[src/rtl/regwb_trace_fifo.sv]
// regwb_trace_fifo: filtered, timestamped register-file writeback trace FIFO
// Define TRACE_DEDUP_EN to suppress writes repeating the last recorded {addr, data}.
module regwb_trace_fifo #(
  parameter int DEPTH  = 16,
  parameter int ADDR_W = 4,
  parameter int TS_W   = 16
) (
  input  logic               clk,
  input  logic               rst,
  input  logic               wb_we_i,
  input  logic [4:0]         wb_waddr_i,
  input  logic [31:0]        wb_wdata_i,
  input  logic [31:0]        watch_mask_i,
  input  logic               clr_i,
  output logic               trace_valid_o,
  input  logic               trace_ready_i,
  output logic [TS_W+36:0]   trace_data_o,
  output logic [ADDR_W:0]    count_o,
  output logic               overflow_o,
  output logic [15:0]        drop_cnt_o
);
  localparam logic [ADDR_W:0] FULL_CNT = (ADDR_W+1)'(DEPTH);
  logic [TS_W+36:0]  mem [DEPTH];
  logic [ADDR_W-1:0] wr_ptr, rd_ptr;
  logic [TS_W-1:0]   ts;
  logic              qual, cand, full, push, pop, drop;
  assign qual = wb_we_i && wb_waddr_i != 5'd0 && watch_mask_i[wb_waddr_i];
`ifdef TRACE_DEDUP_EN
  logic        last_vld;
  logic [36:0] last;
  assign cand = qual && !(last_vld && last == {wb_waddr_i, wb_wdata_i});
  always_ff @(posedge clk or negedge rst)
    if (!rst) begin
      last_vld <= 1'b0;
      last     <= '0;
    end else if (clr_i) begin
      last_vld <= 1'b0;
    end else if (push) begin
      last_vld <= 1'b1;
      last     <= {wb_waddr_i, wb_wdata_i};
    end
`else
  assign cand = qual;
`endif
  assign full          = count_o == FULL_CNT;
  assign trace_valid_o = count_o != '0;
  assign trace_data_o  = trace_valid_o ? mem[rd_ptr] : '0;
  assign pop           = trace_valid_o && trace_ready_i && !clr_i;
  // A full FIFO still accepts a write when the head leaves in the same cycle.
  assign push          = cand && !clr_i && (!full || pop);
  assign drop          = cand && !clr_i && full && !pop;
  always_ff @(posedge clk)
    if (push) mem[wr_ptr] <= {ts, wb_waddr_i, wb_wdata_i};
  always_ff @(posedge clk or negedge rst)
    if (!rst) begin
      ts         <= '0;
      wr_ptr     <= '0;
      rd_ptr     <= '0;
      count_o    <= '0;
      overflow_o <= 1'b0;
      drop_cnt_o <= '0;
    end else begin
      ts <= ts + 1'b1;
      if (clr_i) begin
        wr_ptr     <= '0;
        rd_ptr     <= '0;
        count_o    <= '0;
        overflow_o <= 1'b0;
        drop_cnt_o <= '0;
      end else begin
        wr_ptr     <= push ? wr_ptr + 1'b1 : wr_ptr;
        rd_ptr     <= pop ? rd_ptr + 1'b1 : rd_ptr;
        count_o    <= push && !pop ? count_o + 1'b1 : pop && !push ? count_o - 1'b1 : count_o;
        overflow_o <= overflow_o | drop;
        drop_cnt_o <= drop && drop_cnt_o != 16'hFFFF ? drop_cnt_o + 1'b1 : drop_cnt_o;
      end
    end
endmodule

[config.mk]
export PLATFORM = sky130hd
export DESIGN_NAME = regwb_trace_fifo
export DESIGN_NICKNAME = d
export VERILOG_FILES = /design/src/rtl/regwb_trace_fifo.sv
export SDC_FILE = /design/constraint.sdc
export NUM_CORES = 1
export LEC_CHECK = 0
export BUFFER_PORTS_ARGS = -buffer_cell sky130_fd_sc_hd__clkbuf_2
export CAP_MARGIN = 20
export CORE_ASPECT_RATIO = 0.5
export CORE_UTILIZATION = 26
export CTS_BUF_LIST = sky130_fd_sc_hd__clkbuf_2 sky130_fd_sc_hd__clkbuf_4 sky130_fd_sc_hd__clkbuf_8
export DETAILED_ROUTE_END_ITERATION = 8
export SLEW_MARGIN = 25
export SYNTH_ARGS = -nofsm -noshare
export SYNTH_HDL_FRONTEND = slang
export SYNTH_SLANG_ARGS = --single-unit
[constraint.sdc]
create_clock -name clk -period 3.68 [get_ports clk]
set_clock_uncertainty 0.1 [all_clocks]
set_input_delay 0.368 -clock clk [delete_from_list [all_inputs] [get_ports clk]]
set_output_delay 0.368 -clock clk [all_outputs]
set_load 0.02 [all_outputs]
# Word level (Yosys, flattened, before mapping)
# Memories as Yosys holds them, arrays and structs flattened.
# Cells that the tools add are included.
# totals
regBits,46
mem_bits_rw,848
input_bits,74
out_inout_bits,76
elab_cells,54
n_memories,1
# mem_list
name,words,word_bits,rd,rd_ports_with_merged_regs,write_ports,line_no,rtl
mem,16,53,1,0,1,23,logic [TS_W+36:0] mem [DEPTH];
# classes
add_sub_neg,6
n_lt_le_gt_ge,1
n_eq_ne,2
muxes,15
bitwise,1
reduce_logical,22
# ops
op,n
53-bit two-way mux,1
"16-bit by 1-bit adder with 16-bit output, second input constant",2
16-bit two-way mux,2
4-bit two-way mux,4
"16-bit inequality test, second input constant",1
5-bit two-way mux,3
1-bit logical AND,11
5-bit nonzero test,2
"4-bit by 1-bit adder with 4-bit output, second input constant",2
"5-bit by 6-bit less-than comparator with 1-bit output, second input constant",1
2-bit nonzero test,3
"5-bit by 1-bit adder with 5-bit output, second input constant",1
1-bit binary-select mux with 5-bit select,1
"5-bit == test, second input constant",1
"5-bit by 1-bit subtractor with 5-bit output, second input constant",1
1-bit zero test,4
1-bit two-way mux,4
3-bit nonzero test,1
1-bit logical OR,1
1-bit bitwise OR,1

# Longest topological paths before layout
# logic_depth
depth_word,10
depth_mapped,14
mapped_depth_nobuf,11

# Least setup slack after synthesis
# Ideal clock, no wire load.
# synth_path
path_type,input to register
start,input wb_waddr_i[0]
end,memory mem[4][0] (netlist bit) (enable)
setup_ns,0.417
arrival_ns,3.081
required_ns,3.163
path_slack_ns,0.082
cell_stages,8
cell_sequence,buf_6 > mux4_2 > a22oi_1 > a311oi_2 > o21ba_1 > buf_6 > buf_2 > and4b_1
# synth_via
elab_chain_len,7
word_cells_on_any_way,9
# synth_rtl
item,line_no,rtl
from (decl),11,"input logic [4:0] wb_waddr_i,"
1-bit binary-select mux with 5-bit select / 5-bit nonzero test (equally long branches),27,assign qual = wb_we_i && wb_waddr_i != 5'd0 && watch_mask_i[wb_waddr_i];
1-bit two-way mux (implied by the code) / 1-bit logical AND (equally long branches),27,
1-bit logical AND (*),27,
1-bit logical AND (*) (2 in series),50,assign push = cand && !clr_i && (!full || pop);
1-bit two-way mux (*),53,"if (push) mem[wr_ptr] <= {ts, wb_waddr_i, wb_wdata_i};"
1-bit two-way mux (implied by the code) (*),53,
to (decl),23,
# Every way passes the cells marked *; elsewhere a longest branch is shown, timed or not. The select of a mux whose other input is x is not followed.

# Worst setup path after layout
# layout_path
start,register rd_ptr[0]
end,output trace_data_o[16]
# layout_via
elab_chain_len,2
# layout_rtl
item,line_no,rtl
from (decl),24,"logic [ADDR_W-1:0] wr_ptr, rd_ptr;"
from (signal assigned),72,rd_ptr <= pop ? rd_ptr + 1'b1 : rd_ptr;
memory read 16 x 53 bit,-,
53-bit two-way mux,47,assign trace_data_o = trace_valid_o ? mem[rd_ptr] : '0;
to (decl),17,"output logic [TS_W+36:0] trace_data_o,"
# Every way passes these cells.

==> summary.txt <==
Insertion delay to the later sink of the worst-skew pair - 770 ps
Syn_area_per_cell - 22.9 sq um
Vias in the first global route - 18100
Final worst path period need - 3570 ps
Class of the most critical hold timing path - primary input to flop
CP Data Required Time - 3210 ps
CTS Buf Count - 143
Clock slew at reported path FFs - 60 ps
Ys flop type - edfxtp_1
Final nets - 1963
RR Startpoint - count_o[1]$_DFFE_PN0P_
Power per cell area - 594 nW/um^2
Count leader, synth - edfxtp_1
Longest Clk Path Bufs - 3
Hold Path Sink - mem[2][34]$_DFFE_PP_
Synth Warn # - 0
Dpl hpwl - 45800 um
Global-route wire length before repair - 121000 um
Chip width - 521 um
H-tree levels - 4
Unrepaired setup endpoints after global routing - true
Remaining antenna violation count - 0
Period utilisation layout - 97.0%
Net load switching power - 6920 uW
CP endpoint kind - output port
Max Slew Vio Count - 0
Multi-input logic area - 8110 sq um
DRT Pass-1 Iters - 5
Final GP Congestion - 0.730
Buffers added on ports - 149
Placed insts - 3447
Post-Route WL - 82900 um
Synth top area cells - edfxtp_1, mux4_2, dfrtp_1
Cell-internal power - 18300 uW
Combinational cell fraction of total power - 22.0%
EDFF count, synth - 848
Sequential share of the synthesized area - 75.9%
Synth Net Count - 1616
Worst r2r dst - count_o[4]$_DFFE_PN0P_
Initial Util - 26.4%
Ports - 150
Largest net degree at the start of global routing - 67
Worst VDD drop - 0.397 mV
Non-Filler Instances - 3764
Post-Syn Area - 35100 sq um
R2r setup slk - 580 ps
Clock Sinks - 894
Initial antenna violation count - 5
Layout cells sized above 1 - 39.0%
Async set or reset register ratio after synthesis - 5.15%
First DRT Iteration DRCs - 1607
Register area - 26600 sq um
Startpoint Class - flop
Synth-to-Final Area Change - 21.3%
Die Ht - 262 um
CTS tree - built
R2R cell count - 12
Rows - 94
Routed wire length per instance - 22.0 um
Gate Count Post-Synth - 1530
Post-route DRC - 0
Status - finished, final reports clean
Post-synth top area cell - edfxtp_1
Pre-CTS setup slack - 93.9 ps
Slew headroom - 36.9%
Critical Path AT - 3100 ps
Via-to-Cell Ratio - 4.52
Crit Path Category - flop to output port
Total grt overflow - 0
Post-synth cell types - 52
Gr usage total - 12.1%
Total power draw - 25300 uW
Yosys top cell area share - 72.6%
Sw Share - 27.4%
Max Clk Rate - 280 MHz
Critical Path Fanout Max - 11
Die area - 136000 sq um
Min-delay src - wb_waddr_i[2]
CTS root buf - clkbuf_8
Leakage - 0.0139 uW
Fill count - 12600
Final number of setup-violating endpoints - 0
Slew @ Worst Pin - 947 ps
Synthesized flop and latch total - 894
Post-synth top cells - edfxtp_1, mux4_2, and2_1, clkbuf_1, dfrtp_1
Via count - 17000
Core Area - 133000 sq um
Final hold vios - 0
Sequential power share - 44.5%
Worst hold path depth - 1
Clock share of power - 33.5%
MaxCap Viol Count - 0
Final worst-path setup slack - 109 ps
==> layout make-up <==
| cell class | count | share of cell area (%) |
|---|---|---|
| clock buffer | 186 | 5.46 |
| multi-input combinational | 544 | 19.1 |
| sequential | 894 | 62.6 |
| timing repair buffer | 285 | 6.25 |
| inverter | 9 | 0.0795 |
| antenna | 3 | 0.0177 |
| tap | 1776 | 5.23 |
| clock inverter | 67 | 1.25 |
==> worst max path at each step <==
stage	end	slack, ps	cells past startpoint	start
after floorplan	mem[4][0]$_DFFE_PP_	80	8	wb_waddr_i[0]
after global placement	count_o[4]$_DFFE_PN0P_	140	13	wb_waddr_i[0]
after detailed placement	count_o[4]$_DFFE_PN0P_	90	12	wb_waddr_i[2]
after CTS	trace_data_o[32]	-0.4	6	rd_ptr[0]$_DFFE_PN0P_
after global routing	trace_data_o[18]	-20	6	rd_ptr[0]$_DFFE_PN0P_
final	trace_data_o[16]	110	6	rd_ptr[0]$_DFFE_PN0P_
==> cells by family after synthesis <==
| family | Yosys count | synth area share [%] |
|---|---|---|
| muxes | 288 | 18.0 |
| DFF | 894 | 75.9 |
| buffers and inverters | 92 | 1.15 |
| and+or+nand+nor | 182 | 3.10 |
| AOI/OAI and AO/OA | 42 | 0.857 |
| xor gates and xnor gates | 20 | 0.553 |
| adders and majority gates | 12 | 0.450 |
==> routing by layer <==
| metal | up-vias | track usage [%] | share of wire (%) |
|---|---|---|---|
| li1 | 7221 | - | - |
| met5 | - | 0 | 0.016 |
| met2 | 460 | 20.4 | 50 |
| met3 | 94 | 2.39 | 4.8 |
| met1 | 9253 | 16.1 | 44 |
| met4 | 2 | 3.23 | 1.4 |
==> flip-flops by register name, indices dropped and copies added, names as in the netlist <==
signal,cells
ts,16
mem,848
count_o,5
rd_ptr,4
wr_ptr,4
overflow_o,1
drop_cnt_o,16
==> power groups by stage <==
stage	sequential (uW)	clock (uW)	combinational (uW)
finish	11300	8460	5550
global route	11300	9100	5940
CTS	11300	8670	5670
global placement	11500	0	5170
detailed placement	11500	0	5170
floorplan	11400	0	3360
==> cell usage in the layout, fill, tap and decap left out, types with 11 or more instances in the layout <==
cell | synthesis | routed
clkbuf_2 | 1 | 147
nor2_1 | 18 | 18
xnor2_1 | 12 | 12
nand3_1 | 11 | 11
a21oi_1 | 12 | 12
clkinv_2 | 0 | 11
dfrtp_1 | 46 | 42
edfxtp_1 | 848 | 848
buf_4 | 0 | 37
nand2_1 | 29 | 29
clkbuf_8 | 0 | 148
mux4_2 | 269 | 269
buf_12 | 0 | 45
ha_1 | 11 | 11
dlygate4sd3_1 | 0 | 40
and2_1 | 54 | 53
clkinv_1 | 0 | 35
clkbuf_4 | 0 | 39
==> through the flow <==
stage	util (%)	TNS (ps)	hold slack (ps)	instance area, sq um
4_1_cts	32.0	-0.373	1.24	42500
3_5_place_dp	29.3	0	388	38800
6_report	32.0	0	79.6	42500
2_1_floorplan	-	0	-27.6	35100
3_3_place_gp	29.3	0	362	38800
5_1_grt	32.0	-50.4	46.1	42500
==> timing repair <==
action	in CTS	in global routing
resized for setup	19	6
pin swaps	0	0
cloned	5	1
endpoints found under the hold margin	599	0
setup buffers	15	0
setup endpoints to repair	46	16
hold buffers	40	0
==> critical path, stage by stage (launching register included) <==
cell       delay, ps
dfrtp_4          470
buf_12           160
bufbuf_16        320
mux4_2           510
mux4_2           450
and2_2           250
clkbuf_2         170
Power figures use the tool's default switching activity.
